[config.mk]
export PLATFORM = sky130hd
export DESIGN_NAME = seq_div4
export DESIGN_NICKNAME = d
export VERILOG_FILES = /design/src/rtl/seq_div4_pkg.sv /design/src/rtl/seq_div4_sub_ripple.sv /design/src/rtl/seq_div4.sv
export SDC_FILE = /design/constraint.sdc
export NUM_CORES = 1
export LEC_CHECK = 0
export CAP_MARGIN = 40
export CORE_MARGIN = 10
export CORE_UTILIZATION = 25
export CTS_CLUSTER_DIAMETER = 50
export DETAILED_ROUTE_END_ITERATION = 10
export PLACE_DENSITY_LB_ADDON = 0.2
export SYNTH_ARGS = -nofsm -noshare
export SYNTH_HDL_FRONTEND = slang
export SYNTH_HIERARCHICAL = 1
export SYNTH_SLANG_ARGS = --single-unit
[constraint.sdc]
create_clock -name clk -period 6.2 [get_ports clk]
set_input_delay 0.62 -clock clk [delete_from_list [all_inputs] [get_ports clk]]
set_output_delay 0.62 -clock clk [all_outputs]
set_load 0.05 [all_outputs]
[src/rtl/seq_div4_pkg.sv]
// Shared definitions for the sequential restoring divider: FSM encodings
// and the default operand width.
package seq_div4_pkg;

    localparam int DEFAULT_WIDTH = 4;

    typedef enum logic [1:0] {
        ST_IDLE = 2'd0,
        ST_CALC = 2'd1,
        ST_DONE = 2'd2
    } state_t;

endpackage

[src/rtl/seq_div4_sub_ripple.sv]
// Combinational ripple borrow-chain subtractor: d = a - b - bin, with the
// final borrow out of the top bit on bout.
module sub_ripple
    import seq_div4_pkg::*;
#(
    parameter int WIDTH = DEFAULT_WIDTH + 1
) (
    input  logic [WIDTH-1:0] a,
    input  logic [WIDTH-1:0] b,
    input  logic             bin,
    output logic [WIDTH-1:0] d,
    output logic             bout
);

    logic [WIDTH:0] borrow;

    assign borrow[0] = bin;

    for (genvar i = 0; i < WIDTH; i++) begin : g_bit
        assign d[i]          = a[i] ^ b[i] ^ borrow[i];
        assign borrow[i + 1] = (~a[i] & b[i]) | (~(a[i] ^ b[i]) & borrow[i]);
    end

    assign bout = borrow[WIDTH];

endmodule

[src/rtl/seq_div4.sv]
// Sequential restoring divider: one quotient bit per clock via shift and
// trial subtraction, with quotient/remainder returned on a one-cycle done pulse.
module seq_div4
    import seq_div4_pkg::*;
#(
    parameter int WIDTH = DEFAULT_WIDTH
) (
    input  logic             clk,
    input  logic             rst_n,
    input  logic             start,
    input  logic [WIDTH-1:0] dividend,
    input  logic [WIDTH-1:0] divisor,
    output logic             busy,
    output logic             done,
    output logic [WIDTH-1:0] quotient,
    output logic [WIDTH-1:0] remainder,
    output logic             div_by_zero
);

    localparam int CW = $clog2(WIDTH + 1);
    localparam logic [CW-1:0] LAST_ITER = CW'(WIDTH - 1);

    state_t           state;
    logic [CW-1:0]    count;
    logic [WIDTH-1:0] rem_reg;
    logic [WIDTH-1:0] quo_reg;
    logic [WIDTH-1:0] dvsr;
    logic             zero_pend;

    logic [WIDTH:0]   shifted;
    logic [WIDTH:0]   diff;
    logic             bout;
    logic             borrow;
    logic [WIDTH-1:0] rem_next;
    logic [WIDTH-1:0] quo_next;

    // The stored partial remainder is always below the divisor, so it fits in
    // WIDTH bits; the shifted trial value needs the extra top bit.
    always_comb begin
        shifted  = {rem_reg, quo_reg[WIDTH-1]};
        borrow   = bout | diff[WIDTH];
        rem_next = borrow ? shifted[WIDTH-1:0] : diff[WIDTH-1:0];
        quo_next = {quo_reg[WIDTH-2:0], ~borrow};
    end

    sub_ripple #(
        .WIDTH(WIDTH + 1)
    ) u_sub (
        .a   (shifted),
        .b   ({1'b0, dvsr}),
        .bin (1'b0),
        .d   (diff),
        .bout(bout)
    );

    // Divide-by-zero still spends one CALC cycle, so its done pulse follows
    // the second edge after start; the dividend rides along in quo_reg.
    always_ff @(posedge clk) begin
        if (!rst_n) begin
            state       <= ST_IDLE;
            count       <= '0;
            rem_reg     <= '0;
            quo_reg     <= '0;
            dvsr        <= '0;
            zero_pend   <= 1'b0;
            busy        <= 1'b0;
            done        <= 1'b0;
            quotient    <= '0;
            remainder   <= '0;
            div_by_zero <= 1'b0;
        end else begin
            case (state)
                ST_IDLE: begin
                    done <= 1'b0;
                    if (start) begin
                        dvsr      <= divisor;
                        rem_reg   <= '0;
                        quo_reg   <= dividend;
                        count     <= '0;
                        zero_pend <= (divisor == '0);
                        busy      <= 1'b1;
                        state     <= ST_CALC;
                    end
                end
                ST_CALC: begin
                    if (zero_pend) begin
                        quotient    <= '1;
                        remainder   <= quo_reg;
                        div_by_zero <= 1'b1;
                        done        <= 1'b1;
                        state       <= ST_DONE;
                    end else begin
                        rem_reg <= rem_next;
                        quo_reg <= quo_next;
                        count   <= count + 1'b1;
                        if (count == LAST_ITER) begin
                            quotient    <= quo_next;
                            remainder   <= rem_next;
                            div_by_zero <= 1'b0;
                            done        <= 1'b1;
                            state       <= ST_DONE;
                        end
                    end
                end
                ST_DONE: begin
                    done  <= 1'b0;
                    busy  <= 1'b0;
                    state <= ST_IDLE;
                end
                default: begin
                    done  <= 1'b0;
                    busy  <= 1'b0;
                    state <= ST_IDLE;
                end
            endcase
        end
    end

endmodule

=== After elaboration in Yosys (flattened, before gate mapping) ===
Cells that the tools add are included.

* Add/sub/neg operators: 1
* Equality and inequality tests: 5
* Muxes and demuxes: 24
* Bitwise gates (word level): 30
* Reduce and logical (&&, ||, !) cells: 10

{| class="wikitable"
|+ Operator list
! operator !! number
|-
| 4-bit 2-to-1 mux || 9
|-
| 4-bit one-hot mux with 2 select lines || 2
|-
| 1-bit inverter || 10
|-
| 2-bit AND reduction || 5
|-
| 1-bit bitwise AND || 8
|-
| 1-bit XOR || 8
|-
| 2-bit 2-to-1 mux || 3
|-
| 3-bit 2-to-1 mux || 2
|-
| 3-bit one-hot mux with 2 select lines || 1
|-
| 1-bit 2-to-1 mux || 5
|-
| 4-bit zero test || 1
|-
| 2-bit != test, second input constant || 2
|-
| 1-bit OR || 4
|-
| 2-bit one-hot mux with 2 select lines || 1
|-
| 2-bit nonzero test || 2
|-
| 3-bit by 1-bit adder with 3-bit output, second input constant || 1
|-
| 3-bit by 2-bit equality test with 1-bit output, second input constant || 1
|-
| 3-bit != test, second input constant || 1
|-
| 3-bit AND reduction || 1
|-
| 2-bit by 1-bit equality test with 1-bit output, second input constant || 1
|-
| 2-bit zero test || 1
|-
| 1-bit one-hot mux with 2 select lines || 1
|}

* Flip-flop bits (word level): 29
* Output and inout port bits: 11
* Word-level logic and storage cells: 81

=== Depth between registers and ports, before layout ===
Gate-level depths: netlist of run 1.

* Word-level depth: 13
* Gate-level depth with buffers: 12
* Gate-level depth less buffers: 12

=== Hierarchy ===
The synthesis of run 1 kept the hierarchy.

{| class="wikitable"
|+ By module, submodules not included
! module !! instances !! cells each !! area an instance (µm²) !! sequential area each (µm²)
|-
| seq_div4 || 1 || 143 || 1287.5 || 580.6
|-
| sub_ripple || 1 || 17 || 145.1 || 0.0
|}

=== Worst setup path before layout of run 1 ===
Ideal clock, no wire load.

* Path kind: register -> register
* Start: register quo_reg[3]
* End: register remainder[2]
* Setup time: 0.134 ns
* Arrival: 2.910 ns
* Data required time: 6.066 ns
* Path slack: 3.156 ns
* Cell stages (with the launch flop): 11
* Clock period less this slack: 3.044 ns
* Cell sequence: dfxtp_1 fa_1 inv_1 fa_1 fa_1 fa_1 inv_1 fa_1 nor2_1 mux2i_1 o221ai_1

* Cells in the longest elaborated chain, start to end: 13
* Elaborated cells on any way between the ends: 15

{| class="wikitable"
|+ RTL lines
! item !! RTL line !! source
|-
| from (decl) || seq_div4.sv:26 || <nowiki>logic [WIDTH-1:0] quo_reg;</nowiki>
|-
| from (signal assigned) || seq_div4.sv:78 || <nowiki>quo_reg <= dividend;</nowiki>
|-
| from (signal assigned) || seq_div4.sv:94 || <nowiki>quo_reg <= quo_next;</nowiki>
|-
| 1-bit inverter || seq_div4_sub_ripple.sv:21 || <nowiki>assign borrow[i + 1] = (~a[i] & b[i]) | (~(a[i] ^ b[i]) & borrow[i]);</nowiki>
|-
| 1-bit bitwise AND (2 in a row) || seq_div4_sub_ripple.sv:21 ||
|-
| 1-bit OR || seq_div4_sub_ripple.sv:21 ||
|-
| 1-bit bitwise AND || seq_div4_sub_ripple.sv:21 ||
|-
| 1-bit OR || seq_div4_sub_ripple.sv:21 ||
|-
| 1-bit bitwise AND || seq_div4_sub_ripple.sv:21 ||
|-
| 1-bit OR || seq_div4_sub_ripple.sv:21 ||
|-
| 1-bit XOR || seq_div4_sub_ripple.sv:20 || <nowiki>assign d[i] = a[i] ^ b[i] ^ borrow[i];</nowiki>
|-
| named net diff[4] || seq_div4.sv:31 || <nowiki>logic [WIDTH:0] diff;</nowiki>
|-
| 1-bit OR || seq_div4.sv:41 || <nowiki>borrow = bout | diff[WIDTH];</nowiki>
|-
| 4-bit 2-to-1 mux || seq_div4.sv:42 || <nowiki>rem_next = borrow ? shifted[WIDTH-1:0] : diff[WIDTH-1:0];</nowiki>
|-
| 4-bit 2-to-1 mux || seq_div4.sv:96 || <nowiki>if (count == LAST_ITER) begin</nowiki>
|-
| 4-bit 2-to-1 mux || seq_div4.sv:86 || <nowiki>if (zero_pend) begin</nowiki>
|-
| to (signal assigned) || seq_div4.sv:88 || <nowiki>remainder <= quo_reg;</nowiki>
|-
| to (signal assigned) || seq_div4.sv:98 || <nowiki>remainder <= rem_next;</nowiki>
|-
| to (decl) || seq_div4.sv:16 || <nowiki>output logic [WIDTH-1:0] remainder,</nowiki>
|}

The timed path passes the listed nets, and every way through them passes these cells. The select of a mux whose other input is x is not followed.
A chain may end at the register's enable or synchronous reset.

=== Final worst setup path of run 1 ===
Same ends and word-level chain as after synthesis.

==> impl_metrics.yaml, run 1 <==
setup_path:
  critPathSlowestCell: "nor2_1"
  path_buf_inv: 2
  cp_common_cell: "fa_1"
  slowest_delay_ns: 0.55
  crit_fanout: 6
  cp-start-kind: "flip-flop"
  path_class: "flip-flop to flip-flop"
  worstSetupEndpointType: "flip-flop"
  critical_path.top_delay_family: "adder cells"
  crit_required_ns: 6.35
  arrival_ns: 3.52
  crit_chain: "fa_1, inv_1, fa_1, fa_1, fa_1, inv_1, fa_1, nor2_1, mux2i_1, o221ai_1"
hold_path:
  hp-class: "flip-flop to flip-flop"
synth:
  synth_area_leaders: "dfxtp_1, fa_1, nand2_1"
  synth_cell_type_count: 39
  yosysSeqAreaShare_pct: 40.52
  synth-seq-cells: 29
  synth_area_um2: 1433
  post-synth-top-area-cell: "dfxtp_1"
  syn_avg_cell_area_um2: 8.954
  yosysWarnings: 6
  yosysTopAreaCellShare_pct: 40.52
  syn_inst: 160
timing:
  hold_ws_ns: 0.4716
  relSlewSlack_pct: 46.91
  rsz0062_at_grt: "no"
  post-route-period-util_pct: 54.35
  hold_violations: 0
  skew_ns: 0.007543
  worst_pin_slew_ns: 0.7939
  setup_viol: 0
  fmax_mhz: 296.8
  slew_violations: 0
  finalCriticalPeriod_ns: 3.370
  finalSetupTns_ns: 0
clock_network:
  hold_buffers: 0
  h-tree-depth: 2
  clock_path_buffers: 2
  clkTransAtPathRegs_ns: 0.06
  cts.repair.resized: 0
  post-cts-setup-buffers: 0
  cts_tree: "built"
  clock_sinks: 29
  clockRootBuffer: "clkbuf_8"
  cts_buffers: 5
  insertion_delay_ns: 0.28
floorplanning:
  rows: 27
  start_util_pct: 25.86
  dieArea_um2: 9158
  coreArea_um2: 5540
  io_pins: 22
  chipWidth_um: 95.70
  die_h_um: 95.70
routing:
  dr.pass1.iters: 4
  via_per_inst: 4.750
  highest_layer: "met4"
  wl_met2_mm: 1.474
  ant_nets: 0
  wl_met1_mm: 1.912
  vias: 1197
  wl_per_cell_um: 14.65
  drc_errors: 0
  initialDrtViolationCount: 45
  finalWirelength_mm: 3.691
  wl_met3_um: 258
global_route:
  grt-ovfl-total: 0
  grt_pass1_wl_mm: 6.147
  grt.total_usage_pct: 8.644
  grt_pass1_vias: 1217
  grt_antenna_before_repair: 0
  grt_max_degree: 22
placed_design:
  io_buffers: 21
  hpwl_mm: 2.679
  gp_congestion: 0.7670
power_and_ir_drop:
  p_leak_nw: 0.6066
  p_per_area_nw_per_um2: 237.8
  ir_worst_vdd_mv: 0.09401
final_layout:
  antenna_cells: 0
  area_growth_pct: 23.84
  mostFrequentLayoutCells: "dfxtp_1, clkdlybuf4s50_1, nand2_1, inv_1"
  design.final.nets: 198
  final_common_cell: "dfxtp_1"
  drive_above_1_share_pct: 5.556
  fin_util_pct: 32.02
flow_run:
  maxCapViolCount: 0
status:
  run_status: "finished, final reports clean"
[synthesized netlist by cell type]
cell type and number:
a21oi_1 11, a21oi_4 1, a31oi_1 1, and2_1 2
and2b_1 1, and3_1 1, buf_2 3, buf_4 1
buf_6 1, clkbuf_1 4, conb_1 1, dfxtp_1 29
fa_1 5, ha_1 2, inv_1 15, mux2i_1 5
nand2_1 17, nand2b_1 4, nand2b_4 1, nand3_1 2
nand4_1 4, nor2_1 3, nor2b_1 3, nor3_1 4
nor3b_2 1, nor4_1 5, nor4b_1 1, o2111a_1 3
o21a_1 1, o21ai_0 11, o21bai_1 1, o221ai_1 4
o22ai_1 4, o31ai_1 1, o32ai_1 1, or2_1 1
or2b_1 1, or3_1 3, or4_4 1
[metal layers]
layer | vias to the layer above | GRT usage (%)
li1 | 601 | -
met1 | 565 | 11.98
met2 | 24 | 11.17
met3 | 7 | 3.969
met4 | 0 | 3.440
met5 | - | 0
[area by class of cell]
class,count,area (um^2)
clock buffer,7,86.33
timing repair buffer,21,210.2
tap,72,90.09
multi-input combinational,108,750.7
fill,616,3766
inverter,15,56.30
sequential,29,580.6
[power by group]
part           internal (mW)  total [mW]  switching, mW  leakage [nW]
clock                 0.0879       0.156         0.0683        0.0443
sequential             0.194       0.203        0.00871         0.236
combinational         0.0267      0.0629         0.0362         0.326
[worst min-delay path: cells and delay by family, from the launching register on]
family | cells | cell delay [ns]
compound gates | 1 | 0.06
flops | 1 | 0.31
simple gates | 1 | 0.05
[final timing paths]
check,start,endpoint,slack [ns],depth (start not counted)
setup / recovery,quo_reg[3],remainder[2],2.83,10
setup reg to reg,quo_reg[3],remainder[2],2.83,10
hold reg to reg,count[1],count[1],0.47,2
hold / removal,count[1],count[1],0.47,2
[stage by stage]
step / std cells / instance area [um^2] / power [mW] / worst slack [ns]
6_report: 252 / 1774 / 0.4218 / 2.830
5_1_grt: 252 / 1774 / 0.4447 / 2.576
4_1_cts: 252 / 1774 / 0.4277 / 2.821
3_5_place_dp: 245 / 1688 / 0.2700 / 2.872
3_3_place_gp: 245 / 1688 / 0.2704 / 2.917
2_1_floorplan: 161 / 1436 / 0.2495 / 3.156
[cells by family after synthesis]
kind of cell | after synthesis | share of synthesized area [%]
flops | 29 | 40.52
fa+ha+maj | 7 | 8.734
compound gates | 39 | 17.99
other cells | 1 | 0.2618
buf+inv | 24 | 7.335
mux | 5 | 3.494
simple gates | 55 | 21.66
(Power assumes the default switching activity.)
==> run 2: changes to the inputs <==
==> constraint.sdc (replaced) <==
create_clock -name clk -period 2.81 [get_ports clk]
set_input_delay 0.281 -clock clk [delete_from_list [all_inputs] [get_ports clk]]
set_output_delay 0.281 -clock clk [all_outputs]
set_load 0.05 [all_outputs]
==> run 2 against run 1 <==
The flow now finishes with violations (negative setup slack). Power increased by 140%. Critical path depth increased by 1. Non-clock buffer count increased by 4. Largest cell class unchanged.
==> impl_metrics.yaml, run 2 (synthesis gave the netlist of run 1 again) <==
final_layout:
  multi_input_area_um2: 775.7
  antenna_cells: 0
  area_growth_pct: 28.91
  final_common_cell: "dfxtp_1"
  final_area_um2: 1847
  nFillCells: 590
  drive_above_1_share_pct: 15.14
  design.final.nets: 202
  mostFrequentLayoutCells: "dfxtp_1, clkdlybuf4s50_1, nand2_1, inv_1"
  regArea_um2: 583.1
  fin_util_pct: 33.33
global_route:
  grt_antenna_before_repair: 0
  grt-ovfl-total: 0
  grt_max_degree: 20
  grt_pass1_vias: 1181
  grt.total_usage_pct: 8.630
  grt_pass1_wl_mm: 6.058
hold_path:
  hp-class: "flip-flop to flip-flop"
clock_network:
  hold_buffers: 0
  h-tree-depth: 2
  cts_tree: "built"
  cts_buffers: 5
  insertion_delay_ns: 0.29
  clkTransAtPathRegs_ns: 0.07
  clockRootBuffer: "clkbuf_8"
  clock_sinks: 29
  clock_path_buffers: 2
timing:
  setup_viol: 7
  relSlewSlack_pct: 61.00
  slew_violations: 0
  skew_ns: 0.006621
  fin_ws_ns: -0.03350
  hold_violations: 0
  worst_pin_slew_ns: 0.5842
  post-route-period-util_pct: 101.2
  finalCriticalPeriod_ns: 2.844
  rsz0062_at_grt: "yes"
  fmax_mhz: 351.7
setup_path:
  slowest_delay_ns: 0.43
  cp_common_cell: "fa_2"
  worstSetupEndpointType: "flip-flop"
  crit_chain: "inv_2, fa_2, inv_2, fa_2, fa_2, fa_2, inv_2, fa_1, nor2_4, mux2i_1, o221ai_1"
  cp-start-kind: "flip-flop"
  crit_required_ns: 2.97
  arrival_ns: 3.01
  crit_fanout: 5
  path_class: "flip-flop to flip-flop"
  critPathSlowestCell: "fa_1"
status:
  violations: "negative setup slack"
  run_status: "finished with violations"
placed_design:
  io_buffers: 21
  placed_cell_area_um2: 1729
  gp_congestion: 0.7297
  hpwl_mm: 2.670
power_and_ir_drop:
  ir_worst_vdd_mv: 0.2665
  p_leak_nw: 0.6331
  p_per_area_nw_per_um2: 537.9
  power_mw: 0.9933
floorplanning:
  start_util_pct: 25.86
  chipWidth_um: 95.70
  dieArea_um2: 9158
  die_h_um: 95.70
  rows: 27
  io_pins: 22
  coreArea_um2: 5540
routing:
  via_per_inst: 4.626
  vias: 1189
  initialDrtViolationCount: 46
  drc_errors: 0
  wl_per_cell_um: 14.37
  dr.pass1.iters: 4
  finalWirelength_mm: 3.694
  ant_nets: 0
flow_run:
  maxCapViolCount: 0
==> run 2: metal layers <==
layer | vias to the layer above | wire length [um] | track usage [%]
met5 | - | 0 | 0
met4 | 0 | 44 | 3.194
met3 | 8 | 298 | 4.591
met2 | 26 | 1397 | 11.34
met1 | 549 | 1953 | 11.53
li1 | 606 | - | -
==> run 2: power breakdown <==
| part | internal, mW | switching (mW) | total (mW) |
|---|---|---|---|
| sequential | 0.429 | 0.0195 | 0.448 |
| clock | 0.221 | 0.163 | 0.384 |
| combinational | 0.0726 | 0.0887 | 0.161 |
| total | 0.722 | 0.271 | 0.993 |
==> run 2: repair_timing <==
action / in CTS / in global routing
gates cloned: 0 / 0
resized for setup: 8 / 1
setup endpoints to repair: 10 / 10
pin swaps: 5 / 1
buffers inserted: 0 / 0
==> run 2: metrics by stage <==
| step | instances | worst slack, ns | TNS [ns] | hold slack [ns] |
|---|---|---|---|---|
| after floorplan | 161 | 0.007037 | 0 | 0.4170 |
| after global placement | 249 | -0.1147 | -0.6371 | 0.4497 |
| after detailed placement | 249 | -0.1074 | -0.7990 | 0.4579 |
| after CTS | 257 | -0.04343 | -0.2185 | 0.4771 |
| after global routing | 257 | -0.1483 | -1.165 | 0.4998 |
| final | 257 | -0.03350 | -0.1213 | 0.4727 |
==> run 2: worst paths after layout <==
path	end	cells after the start	slack, ns	start
worst max-delay path	remainder[1]	11	-0.03	dvsr[0]
worst min-delay path	count[1]	2	0.47	count[1]
worst max register to register	remainder[1]	11	-0.03	dvsr[0]
worst min register to register	count[1]	2	0.47	count[1]
==> run 2: final cells by class <==
type	instances	share of cell area [%]
inverters	15	3.049
clock buffers	7	5.217
flip-flops and latches	29	31.57
multi-input cells	108	42.01
well taps	72	4.878
clock inverters	1	0.2710
repair buffers	25	13.01
==> run 2: worst max-delay path, delay by kind of cell, from the launching register on <==
family	cells	cell delay [ns]
adders and majority gates	5	1.65
DFF	1	0.32
muxes	1	0.28
and+or+nand+nor	1	0.21
buffers and inverters	3	0.15
AOI/OAI and AO/OA	1	0.13
